`src/rtl/piece_queue.sv`:
```
// Tetromino piece queue: unbiased 6-bit -> 0..6 mapping feeding a small circular FIFO.
// Optional anti-repeat reroll when compiled with PIECE_NOREPEAT_EN.
module piece_queue #(
  parameter int unsigned DEPTH = 4
) (
  input  logic       clk,
  input  logic       rst,
  input  logic [5:0] rnd_data,
  input  logic       rnd_valid,
  input  logic       pop,
  output logic [2:0] head_piece,
  output logic       head_valid,
  output logic [2:0] preview_piece,
  output logic       preview_valid,
  output logic [3:0] count,
  output logic       underflow
);

  localparam int unsigned PtrW     = (DEPTH > 1) ? $clog2(DEPTH) : 1;
  localparam logic [PtrW-1:0] PtrMax = PtrW'(DEPTH - 1);
  localparam logic [3:0] DepthCnt  = 4'(DEPTH);

  function automatic logic [PtrW-1:0] ptr_inc(input logic [PtrW-1:0] p);
    return (p == PtrMax) ? '0 : p + 1'b1;
  endfunction

  logic [2:0]      mem_q [DEPTH];
  logic [PtrW-1:0] wr_ptr_q, wr_ptr_d;
  logic [PtrW-1:0] rd_ptr_q, rd_ptr_d;
  logic [3:0]      count_q, count_d;
  logic            underflow_q, underflow_d;

  logic [3:0] fold_sum;
  logic [2:0] piece;
  logic       valid_sample;
  logic       pop_ok;
  logic       cand;
  logic       accept;

  // 8 == 1 (mod 7), so v mod 7 == (v[5:3] + v[2:0]) mod 7 with sum in 0..14.
  always_comb begin
    fold_sum = {1'b0, rnd_data[5:3]} + {1'b0, rnd_data[2:0]};
    if (fold_sum >= 4'd14) begin
      piece = 3'(fold_sum - 4'd14);
    end else if (fold_sum >= 4'd7) begin
      piece = 3'(fold_sum - 4'd7);
    end else begin
      piece = fold_sum[2:0];
    end
  end

  assign valid_sample = rnd_valid && (rnd_data != 6'd63);
  assign pop_ok       = pop && (count_q != 4'd0);
  // A pop in the same edge frees a slot, so a full queue can still take a sample.
  assign cand         = valid_sample && ((count_q != DepthCnt) || pop_ok);

`ifdef PIECE_NOREPEAT_EN
  logic [2:0] last_piece_q, last_piece_d;
  logic       reroll_used_q, reroll_used_d;
  logic       repeat_hit;

  always_comb begin
    repeat_hit    = cand && (piece == last_piece_q) && !reroll_used_q;
    accept        = cand && !repeat_hit;
    last_piece_d  = last_piece_q;
    reroll_used_d = reroll_used_q;
    if (repeat_hit) begin
      reroll_used_d = 1'b1;
    end else if (accept) begin
      reroll_used_d = 1'b0;
      last_piece_d  = piece;
    end
  end

  always_ff @(posedge clk or posedge rst) begin
    if (rst) begin
      last_piece_q  <= 3'd7;
      reroll_used_q <= 1'b0;
    end else begin
      last_piece_q  <= last_piece_d;
      reroll_used_q <= reroll_used_d;
    end
  end
`else
  assign accept = cand;
`endif

  always_comb begin
    wr_ptr_d    = accept ? ptr_inc(wr_ptr_q) : wr_ptr_q;
    rd_ptr_d    = pop_ok ? ptr_inc(rd_ptr_q) : rd_ptr_q;
    underflow_d = underflow_q || (pop && (count_q == 4'd0));
    count_d     = count_q;
    if (accept && !pop_ok) begin
      count_d = count_q + 4'd1;
    end else if (!accept && pop_ok) begin
      count_d = count_q - 4'd1;
    end
  end

  always_ff @(posedge clk or posedge rst) begin
    if (rst) begin
      wr_ptr_q    <= '0;
      rd_ptr_q    <= '0;
      count_q     <= 4'd0;
      underflow_q <= 1'b0;
    end else begin
      wr_ptr_q    <= wr_ptr_d;
      rd_ptr_q    <= rd_ptr_d;
      count_q     <= count_d;
      underflow_q <= underflow_d;
    end
  end

  // Storage needs no reset: outputs are masked by the valid flags.
  always_ff @(posedge clk) begin
    if (accept) begin
      mem_q[wr_ptr_q] <= piece;
    end
  end

  always_comb begin
    head_valid    = (count_q != 4'd0);
    preview_valid = (count_q >= 4'd2);
    head_piece    = head_valid ? mem_q[rd_ptr_q] : 3'd0;
    preview_piece = preview_valid ? mem_q[ptr_inc(rd_ptr_q)] : 3'd0;
    count         = count_q;
    underflow     = underflow_q;
  end

endmodule

```
`config.mk`:
```
export PLATFORM = sky130hd
export DESIGN_NAME = piece_queue
export DESIGN_NICKNAME = d
export VERILOG_FILES = /design/src/rtl/piece_queue.sv
export SDC_FILE = /design/constraint.sdc
export NUM_CORES = 1
export LEC_CHECK = 0
export ABC_AREA = 1
export BUFFER_PORTS_ARGS = -buffer_cell sky130_fd_sc_hd__clkbuf_2
export CAP_MARGIN = 20
export CORE_MARGIN = 3
export CORE_UTILIZATION = 25
export CTS_CLUSTER_DIAMETER = 200
export DETAILED_ROUTE_END_ITERATION = 10
export SLEW_MARGIN = 40
export SYNTH_ARGS = -nofsm -noshare
export SYNTH_HDL_FRONTEND = slang
export SYNTH_SLANG_ARGS = --single-unit
```
`constraint.sdc`:
```
create_clock -name clk -period 5.9 [get_ports clk]
set_input_delay 0.295 -clock clk [delete_from_list [all_inputs] [get_ports clk]]
set_output_delay 0.295 -clock clk [all_outputs]
set_load 0.1 [all_outputs]
```
==> run summary, run 1 <==
* **Antenna Violating Nets Remaining** 0
* **Avg Cell Area, Syn** 8.28 sq um
* **type of the worst setup path** register to output pin
* **clock tree buffer depth** 2
* **worst hold path type** input pin to register
* **combined buffer and inverter count along the critical path** 1
* **latest clock arrival within the worst-skew pair** 0.26 ns
* **kind of end point of the critical path** output pin
* **vias per inst** 4.19
* **number of buffers inserted for hold repair after clock tree synthesis** 1
* **clk root buf** sky130_fd_sc_hd__clkbuf_8
* **Area Overhead vs Synth** 16.8%
* **Tmin final** 2.60 ns
* **number of clock sinks seen by CTS** 21
* **status** complete, no violations
* **flip-flop and latch count after synthesis** 21
* **post-route setup TNS** 0 ns
* **Distinct cells, synth** 25
* **slew of the pin with the lowest slew margin** 0.542 ns
* **top flip-flop cell by instance count after synthesis** sky130_fd_sc_hd__edfxtp_1
* **Pins Over Slew Limit** 0
* **worst-path maximum fanout** 15
* **Cell Area, Synth** 1440 sq um
* **ys async rst share** 0.429
* **Avg WL per Cell** 9.62 um
* **remaining design rule violation count** 0
* **TritonCTS Buffers** 3
* **top post-synthesis cells by area** sky130_fd_sc_hd__edfxtp_1 (25%), sky130_fd_sc_hd__dfrtp_1 (16%), sky130_fd_sc_hd__nand2_1 (12%)
* **starting density of the core** 0.260
* **Global Route Usage Sum** 0.0846
* **Die Ht** 81.9 um
* **post-CTS setup buffers** 0
* **CTS H-tree depth** 1
* **sequential area share after synthesis** 0.406
* **fraction of post-synthesis cell area in the top cell type by area** 0.250
* **launching point of the worst reg2reg path** count[0]$_DFFE_PP0P_
* **commonest cells in the netlist** sky130_fd_sc_hd__nand2_1 (46), sky130_fd_sc_hd__inv_1 (28), sky130_fd_sc_hd__ha_1 (13)
* **cells resized by post-CTS repair** 0
* **GPL Wtd Cong** 0.762
* **max capacitance violation total** 0
* **initial DRC count** 45
* **launch instance of the worst min-delay path** rnd_valid
* **worst path cell trace** ha_1 -> nor2_2 -> nand2_1 -> o21ai_0 -> nand2_1 -> a21oi_1 -> clkbuf_2
* **largest incremental delay on the critical path** 0.54 ns
* **number of placed I/O pins** 23
* **worst r2r path cells** 12
* **antenna violations before repair** 0
* **most used cell along the critical path** sky130_fd_sc_hd__nand2_1
* **worst-case clock skew** 0.00210 ns
* **number of iterations in the first detailed-routing pass** 4
* **proportion of layout cells with a drive suffix above 1** 0.181
* **cell type with the largest total area after synthesis** sky130_fd_sc_hd__edfxtp_1
* **Worst path top cell family by delay** flip-flops
* **residual overflow from global routing** 0
* **Worst Setup Start Kind** register
* **CTS clk-pin slew, worst paths** 0.08 ns
* **Post-Route WL** 2610 um
* **RSZ-0062 raised after global routing** no
* **clock tree from TritonCTS** built
* **DR vias** 1135
* **vias in the first global route** 1024
* **ANT cells** 0
* **R2R Setup Slk** 3.69 ns
* **required time of the worst setup path** 5.61 ns
* **Core Region** 5540 sq um
* **most frequent cell after synthesis** sky130_fd_sc_hd__nand2_1
* **Die X** 81.9 um
* **Post-DP HPWL** 2170 um
* **number of nets in the synthesized netlist** 199
* **maximum number of pins on one net before global-route repair** 16
* **row cnt** 27
* **Die Footprint** 6710 sq um
* **Synthesis Warnings** 0
* **number of enable-type register cells in the synthesized netlist** 12
* **final number of setup-violating endpoints** 0
* **Hold Vio Cnt, Final** 0
* **worst hold stages** 3
* **Peak Freq** 385 MHz
* **portion of the clock cycle consumed by the worst path in the final layout** 0.441
* **endpoint of the worst hold-timing path** wr_ptr_q[1]$_DFFE_PP0P_
* **endpoint of the worst-slack reg-to-reg timing path** count[3]$_DFFE_PP0P_
* **CP arrival** 2.30 ns
* **cell count after synthesis** 174
* **final layout net count** 225
* **IO Port Bufs** 22
* **worst slew margin relative to its limit** 0.640
* **first-pass GRT wire length** 4480 um
* **cell at the slowest stage of the critical path** sky130_fd_sc_hd__dfrtp_1
==> state kept, by name (all words and copies together) (netlist names) <==
register and flops:
mem_q 12, count 4, rd_ptr_q 2, wr_ptr_q 2, underflow 1
==> tightest hold or removal path: stages <==
cell and delay [ns]:
sky130_fd_sc_hd__clkbuf_2 0.11, sky130_fd_sc_hd__nand4_1 0.09, sky130_fd_sc_hd__nand2_1 0.05
==> how the worst max path moves through the flow <==
stage / cells after the start / slack (ns) / endpoint / start
finish: 7 / 3.30 / preview_piece[1] / rd_ptr_q[0]$_DFFE_PP0P_
CTS: 7 / 3.32 / preview_piece[1] / rd_ptr_q[0]$_DFFE_PP0P_
global placement: 7 / 3.60 / preview_piece[1] / rd_ptr_q[0]$_DFFE_PP0P_
floorplan: 6 / 2.45 / head_piece[0] / count[1]$_DFFE_PP0P_
detailed placement: 7 / 3.61 / preview_piece[1] / rd_ptr_q[0]$_DFFE_PP0P_
global route: 7 / 3.13 / preview_piece[1] / rd_ptr_q[0]$_DFFE_PP0P_
==> cell type report <==
class / count / area (sq um)
multi-input cells: 122 / 731
inverters: 29 / 109
fillers: 575 / 3860
clock inverters: 1 / 7.51
clock buffers: 3 / 41.3
repair buffers: 23 / 120
well taps: 72 / 90.1
flip-flops and latches: 21 / 586
==> metrics by stage <==
step / hold WS, ns / cells / instance area (sq um) / setup WS [ns] / utilization
global placement: 0.273 / 266 / 1630 / 3.60 / 0.293
global route: 0.324 / 271 / 1680 / 3.13 / 0.304
CTS: 0.319 / 271 / 1680 / 3.32 / 0.304
floorplan: 0.123 / 174 / 1440 / 2.45 / -
finish: 0.318 / 271 / 1680 / 3.30 / 0.304
detailed placement: 0.270 / 266 / 1630 / 3.61 / 0.293
==> placed cells by master (no fill, tap or decap) <==
master	count
sky130_fd_sc_hd__a21oi_1	10
sky130_fd_sc_hd__a21oi_2	1
sky130_fd_sc_hd__clkbuf_2	22
sky130_fd_sc_hd__clkbuf_8	3
sky130_fd_sc_hd__clkinvlp_4	1
sky130_fd_sc_hd__dfrtp_1	9
sky130_fd_sc_hd__dlygate4sd3_1	1
sky130_fd_sc_hd__edfxtp_1	12
sky130_fd_sc_hd__fa_1	2
sky130_fd_sc_hd__ha_1	13
sky130_fd_sc_hd__inv_1	28
sky130_fd_sc_hd__inv_2	1
sky130_fd_sc_hd__nand2_1	46
sky130_fd_sc_hd__nand2_4	2
sky130_fd_sc_hd__nand3_1	11
sky130_fd_sc_hd__nand3_2	1
sky130_fd_sc_hd__nand4_1	3
sky130_fd_sc_hd__nor2_1	10
sky130_fd_sc_hd__nor2_2	3
sky130_fd_sc_hd__nor2_4	1
sky130_fd_sc_hd__o211ai_1	5
sky130_fd_sc_hd__o21ai_0	8
sky130_fd_sc_hd__o21ai_1	1
sky130_fd_sc_hd__o21bai_1	1
sky130_fd_sc_hd__or2_2	1
sky130_fd_sc_hd__xnor2_1	2
sky130_fd_sc_hd__xor2_1	1
==> metal layers <==
| metal | GRT usage | vias to the layer above | share of wire | routed length (um) |
|---|---|---|---|---|
| met2 | 0.132 | 33 | 0.43 | 1110 |
| met5 | 0 | - | 0 | 0 |
| met1 | 0.113 | 484 | 0.49 | 1280 |
| met4 | 0.0399 | 0 | 0.018 | 46 |
| li1 | - | 614 | - | - |
| met3 | 0.0143 | 4 | 0.066 | 172 |
==> kinds of logic after synthesis <==
kind of cell / share of synthesized area
compound gates: 0.103
xor+xnor: 0.0182
fa+ha+maj: 0.141
buf+inv: 0.0868
flops: 0.406
simple gates: 0.245
Power of run 1 is left out: the tool's default activity adds up to more than one toggle a clock period on the data nets, which glitch-free logic cannot reach.
==> run 2: changes to the inputs <==
clock period = 2.5 ns   (was 5.9 ns; I/O delays follow)
==> run summary, run 2 (same netlist as run 1, synthesis figures left out) <==
* **worst hold path type** input pin to register, unchanged
* **Worst setup startpoint** count[1]$_DFFE_PP0P_, was rd_ptr_q[0]$_DFFE_PP0P_
* **CTS clk-pin slew, worst paths** 0.08 ns, about the same
* **worst hold stages** 3, unchanged
* **type of the worst setup path** register to register, was register to output pin
* **Hold Vio Cnt, Final** 0, unchanged
* **Die Footprint** 6710 sq um, unchanged
* **antenna violations before repair** 0, unchanged
* **maximum number of pins on one net before global-route repair** 14, was 16
* **final number of setup-violating endpoints** 0, unchanged
* **clock tree from TritonCTS** built, unchanged
* **cell at the slowest stage of the critical path** sky130_fd_sc_hd__dfrtp_4, was sky130_fd_sc_hd__dfrtp_1
* **worst path cell trace** nor2_2 -> nand4_1 -> nand3_2 -> inv_1 -> ha_1 -> inv_1 -> ha_1 -> or2_2 -> nand3_1 -> nand2_1 -> nand2_1 -> nand2_1, was ha_1 -> nor2_2 -> nand2_1 -> o21ai_0 -> nand2_1 -> a21oi_1 -> clkbuf_2
* **Peak Freq** 438 MHz
* **launching point of the worst reg2reg path** count[1]$_DFFE_PP0P_, was count[0]$_DFFE_PP0P_
* **final layout net count** 229, was 225
* **worst-path maximum fanout** 6, was 15
* **number of placed cells counting well taps** 268, was 266
* **Non-Filler Instances** 275, was 271
* **number of placed I/O pins** 23, unchanged
* **Global Route Usage Sum** 0.0892, was 0.0846
* **final design area excluding fillers** 1760 sq um, was 1680 sq um
* **clk root buf** sky130_fd_sc_hd__clkbuf_8, unchanged
* **number of clock sinks seen by CTS** 21, unchanged
* **number of fill cells** 595, was 575
* **endpoint of the worst hold-timing path** rd_ptr_q[0]$_DFFE_PP0P_, was wr_ptr_q[1]$_DFFE_PP0P_
* **worst-case clock skew** 0.00266 ns, was 0.00210 ns
* **portion of the clock cycle consumed by the worst path in the final layout** 0.914
* **most used cell along the critical path** sky130_fd_sc_hd__nand2_1, unchanged
* **Core Region** 5540 sq um, unchanged
* **clock tree buffer depth** 2, unchanged
* **Area Overhead vs Synth** 22.2%, was 16.8%
* **proportion of layout cells with a drive suffix above 1** 0.232, was 0.181
* **Worst Setup Start Kind** register, unchanged
* **worst r2r path cells** 12, unchanged
* **GPL Wtd Cong** 0.755, was 0.762
* **Avg WL per Cell** 9.63 um, was 9.62 um
* **Largest Register** mem_q, unchanged
* **initial DRC count** 54, was 45
* **IO Port Bufs** 22, unchanged
* **post-route setup TNS** 0 ns, unchanged
* **CP arrival** 2.44 ns, was 2.30 ns
* **status** complete, no violations, unchanged
* **required time of the worst setup path** 2.65 ns, was 5.61 ns
* **largest incremental delay on the critical path** 0.51 ns, was 0.54 ns
* **ANT cells** 0, unchanged
* **CTS H-tree depth** 1, unchanged
* **vias per inst** 4.11, was 4.19
* **max capacitance violation total** 0, unchanged
* **DR vias** 1130, was 1135
* **remaining design rule violation count** 0, unchanged
* **most frequent standard cell in the layout excluding fill and tap cells** sky130_fd_sc_hd__nand2_1, unchanged
* **launch instance of the worst min-delay path** pop, was rnd_valid
* **worst slew margin relative to its limit** 0.634, was 0.640
* **Die Ht** 81.9 um, unchanged
* **Pins Over Slew Limit** 0, unchanged
* **Tmin final** 2.28 ns
* **vias in the first global route** 1123, was 1024
* **Post-Route WL** 2650 um, was 2610 um
* **number of iterations in the first detailed-routing pass** 4, unchanged
* **slew of the pin with the lowest slew margin** 0.552 ns, was 0.542 ns
* **row cnt** 27, unchanged
* **residual overflow from global routing** 0, unchanged
* **kind of end point of the critical path** register, was output pin
* **latest clock arrival within the worst-skew pair** 0.25 ns, was 0.26 ns
* **Antenna Violating Nets Remaining** 0, unchanged
* **Largest register FFs** 12, unchanged
* **TritonCTS Buffers** 3, unchanged
* **commonest non-fill, non-tap cells in the layout** sky130_fd_sc_hd__nand2_1 (46), sky130_fd_sc_hd__inv_1 (28), sky130_fd_sc_hd__clkbuf_2 (20), was sky130_fd_sc_hd__nand2_1 (46), sky130_fd_sc_hd__inv_1 (28), sky130_fd_sc_hd__clkbuf_2 (22)
* **endpoint of the worst-slack reg-to-reg timing path** count[3]$_DFFE_PP0P_, unchanged
* **cell area reported after detailed placement** 1690 sq um, was 1630 sq um
* **starting density of the core** 0.260, unchanged
* **R2R Setup Slk** 0.22 ns, was 3.69 ns
* **first-pass GRT wire length** 4770 um, was 4480 um
* **Post-DP HPWL** 2260 um, was 2170 um
* **Die X** 81.9 um, unchanged
==> run 2: how the worst max path moves through the flow <==
stage / endpoint / slack (ns) / cells after the start
CTS: count[3]$_DFFE_PP0P_ / 0.20 / 12
global route: count[3]$_DFFE_PP0P_ / -0.008 / 13
global placement: count[3]$_DFFE_PP0P_ / 0.27 / 12
detailed placement: count[3]$_DFFE_PP0P_ / 0.21 / 12
finish: count[3]$_DFFE_PP0P_ / 0.22 / 12
floorplan: preview_piece[0] / -0.11 / 5
==> run 2: per-stage QoR <==
stage / hold WS [ns] / util / setup slack (ns)
after floorplan: -0.0473 / - / -0.111
after global placement: 0.0993 / 0.305 / 0.275
after detailed placement: 0.102 / 0.305 / 0.213
after CTS: 0.152 / 0.315 / 0.202
after global routing: 0.164 / 0.318 / -0.00779
final: 0.150 / 0.318 / 0.215
==> run 2: routing by layer <==
| layer | vias up | global-route usage | share of wire |
|---|---|---|---|
| met1 | 487 | 0.118 | 0.51 |
| met5 | - | 0 | 0 |
| met4 | 0 | 0.0399 | 0.015 |
| met3 | 2 | 0.0132 | 0.050 |
| met2 | 22 | 0.143 | 0.42 |
| li1 | 619 | - | - |
==> run 2: cell type report <==
class / instances / area, sq um / area share
clock buffers: 3 / 41.3 / 0.0234
clock inverters: 1 / 7.51 / 0.00426
inverters: 29 / 109 / 0.0618
multi-input cells: 122 / 766 / 0.435
flip-flops and latches: 21 / 593 / 0.337
well taps: 72 / 90.1 / 0.0511
repair buffers: 27 / 155 / 0.0881
==> run 2: worst max-delay path: cells and delay by family, from the launching register on <==
| family | cells | cell delay, ns |
|---|---|---|
| flops | 1 | 0.51 |
| fa+ha+maj | 2 | 0.46 |
| simple gates | 8 | 1.03 |
| buf+inv | 2 | 0.17 |
==> run 2: what timing repair did <==
item / in CTS / in global routing
hold buffers: 1 / 0
hold endpoints to repair: 9 / 0
setup buffers: 0 / 2
endpoints found under the setup margin: 0 / 1
resized for setup: 0 / 0
Power of run 2 is left out for the same reason.
==> run 3: changes to the inputs <==
--- a/config.mk
+++ b/config.mk
@@ -11,3 +11,3 @@
 export CORE_MARGIN = 3
-export CORE_UTILIZATION = 25
+export CORE_UTILIZATION = 40
 export CTS_CLUSTER_DIAMETER = 200
==> constraint.sdc (replaced) <==
create_clock -name clk -period 2.5 [get_ports clk]
set_input_delay 0.5 -clock clk [delete_from_list [all_inputs] [get_ports clk]]
set_output_delay 0.5 -clock clk [all_outputs]
set_load 0.1 [all_outputs]
==> run summary, run 3 (same netlist as run 1, synthesis figures left out) <==
* **Die Footprint** 4360 sq um, was 6710 sq um
* **Die Ht** 66.0 um, was 81.9 um
* **number of iterations in the first detailed-routing pass** 5, was 4
* **Area Overhead vs Synth** 23.0%, was 22.2%
* **TritonCTS Buffers** 3, unchanged
* **post-route setup TNS** 0 ns, unchanged
* **vias per inst** 4.89, was 4.11
* **R2R Setup Slk** 0.19 ns, was 0.22 ns
* **largest incremental delay on the critical path** 0.48 ns, was 0.51 ns
* **most frequent standard cell in the layout excluding fill and tap cells** sky130_fd_sc_hd__nand2_1, unchanged
* **commonest non-fill, non-tap cells in the layout** sky130_fd_sc_hd__nand2_1 (46), sky130_fd_sc_hd__inv_1 (28), sky130_fd_sc_hd__clkbuf_2 (18), was sky130_fd_sc_hd__nand2_1 (46), sky130_fd_sc_hd__inv_1 (28), sky130_fd_sc_hd__clkbuf_2 (20)
* **status** complete, no violations, unchanged
* **RSZ-0062 raised after global routing** no
* **final layout net count** 228, was 229
* **Avg WL per Cell** 11.7 um, was 9.63 um
* **residual overflow from global routing** 0, unchanged
* **cell at the slowest stage of the critical path** sky130_fd_sc_hd__dfrtp_2, was sky130_fd_sc_hd__dfrtp_4
* **kind of end point of the critical path** output pin, was register
* **Antenna Violating Nets Remaining** 0, unchanged
* **DR vias** 1213, was 1130
* **Largest Register** mem_q, unchanged
* **initial DRC count** 111, was 54
* **number of buffers inserted for hold repair after clock tree synthesis** 0, was 1
* **type of the worst setup path** register to output pin, was register to register
* **latest clock arrival within the worst-skew pair** 0.30 ns, was 0.25 ns
* **IO Port Bufs** 22, unchanged
* **proportion of layout cells with a drive suffix above 1** 0.252, was 0.232
* **CP arrival** 1.91 ns, was 2.44 ns
* **post-CTS setup buffers** 0, unchanged
* **final number of setup-violating endpoints** 0, unchanged
* **max capacitance violation total** 0, unchanged
* **Peak Freq** 415 MHz, was 438 MHz
* **Post-DP HPWL** 2430 um, was 2260 um
* **remaining design rule violation count** 0, unchanged
* **Global Route Usage Sum** 0.152, was 0.0892
* **first-pass GRT wire length** 5110 um, was 4770 um
* **launching point of the worst reg2reg path** count[0]$_DFFE_PP0P_, was count[1]$_DFFE_PP0P_
* **Core Region** 3420 sq um, was 5540 sq um
* **CTS H-tree depth** 1, unchanged
* **antenna violations before repair** 0, unchanged
* **number of placed I/O pins** 23, unchanged
* **GPL Wtd Cong** 0.781, was 0.755
* **worst r2r path cells** 13, was 12
* **slew of the pin with the lowest slew margin** 0.542 ns, was 0.552 ns
* **Hold Vio Cnt, Final** 0, unchanged
* **Pins Over Slew Limit** 0, unchanged
* **ANT cells** 0, unchanged
* **starting density of the core** 0.422, was 0.260
* **number of clock sinks seen by CTS** 21, unchanged
* **clk root buf** sky130_fd_sc_hd__clkbuf_4, was sky130_fd_sc_hd__clkbuf_8
* **row cnt** 21, was 27
* **clock tree buffer depth** 2, unchanged
* **worst-path maximum fanout** 8, was 6
* **Worst Setup Start Kind** register, unchanged
* **worst hold path type** input pin to asynchronous set/reset pin, was input pin to register
* **endpoint of the worst-slack reg-to-reg timing path** count[3]$_DFFE_PP0P_, unchanged
* **CTS clk-pin slew, worst paths** 0.12 ns, was 0.08 ns
* **Tmin final** 2.41 ns, was 2.28 ns
* **worst-case clock skew** 0.00850 ns, was 0.00266 ns
* **Die X** 66.0 um, was 81.9 um
* **maximum number of pins on one net before global-route repair** 13, was 14
* **worst path cell trace** ha_1 -> nor2_4 -> buf_4 -> o211ai_1 -> a21oi_2 -> buf_12, was nor2_2 -> nand4_1 -> nand3_2 -> inv_1 -> ha_1 -> inv_1 -> ha_1 -> or2_2 -> nand3_1 -> nand2_1 -> nand2_1 -> nand2_1
* **Post-Route WL** 2900 um, was 2650 um
* **number of fill cells** 314, was 595
* **Largest register FFs** 12, unchanged
* **clock tree from TritonCTS** built, unchanged
* **vias in the first global route** 1204, was 1123
* **worst slew margin relative to its limit** 0.640, was 0.634
* **required time of the worst setup path** 2.00 ns, was 2.65 ns
* **portion of the clock cycle consumed by the worst path in the final layout** 0.964, was 0.914
run 3: cell count changes in the layout (fill, tap and decap cells not counted), moves of 3 or more:
cell and change:
sky130_fd_sc_hd__clkbuf_4 +4, sky130_fd_sc_hd__a21oi_1 -3, sky130_fd_sc_hd__buf_12 +3, sky130_fd_sc_hd__clkbuf_8 -3
run 3: worst max-delay path: cells and delay by family, from the launching register on:
family                   cells  cell delay [ns]
AO/OA/AOI/OAI                2             0.35
adder cells (fa/ha/maj)      1             0.24
buffers and inverters        2             0.38
flip-flops                   1             0.48
AND/OR/NAND/NOR              1             0.15
run 3: worst max path at each step:
stage                                 start                     to  slack, ns
floorplan              count[3]$_DFFE_PP0P_   count[3]$_DFFE_PP0P_      0.009
global placement                rnd_data[0]  mem_q[3][0]$_DFFE_PP_       0.19
detailed placement              rnd_data[4]   count[3]$_DFFE_PP0P_        0.1
CTS                 rd_ptr_q[0]$_DFFE_PP0P_       preview_piece[2]       0.01
global route        rd_ptr_q[0]$_DFFE_PP0P_       preview_piece[2]      0.006
finish              rd_ptr_q[0]$_DFFE_PP0P_       preview_piece[2]       0.09
run 3: final cells by class:
class	instances	area (sq um)	area share
multi-input cells	122	795	0.448
flip-flops and latches	21	597	0.337
clock buffers	3	22.5	0.0127
repair buffers	26	188	0.106
inverters	29	109	0.0614
clock inverters	1	5.00	0.00282
well taps	46	57.6	0.0325
run 3: routing by layer:
layer,up-vias,GRT usage,part of all wire
met5,-,0,0
met4,0,0.0635,0.018
met3,4,0.0272,0.048
met2,35,0.268,0.48
met1,549,0.181,0.45
li1,625,-,-
run 3: what timing repair did:
item | CTS | global route
hold endpoints to repair | 0 | 0
endpoints found under the setup margin | 0 | 5
gates resized for setup | 0 | 4
run 3: through the flow:
step | worst slack, ns | instances | instance area (sq um) | utilization | hold slack (ns)
2_1_floorplan | 0.00944 | 174 | 1510 | - | 0.328
3_3_place_gp | 0.192 | 244 | 1740 | 0.508 | 0.451
3_5_place_dp | 0.0987 | 244 | 1740 | 0.508 | 0.462
4_1_cts | 0.0100 | 248 | 1760 | 0.516 | 0.123
5_1_grt | 0.00581 | 248 | 1770 | 0.519 | 0.129
6_report | 0.0903 | 248 | 1770 | 0.519 | 0.115
Power of run 3 is left out for the same reason.
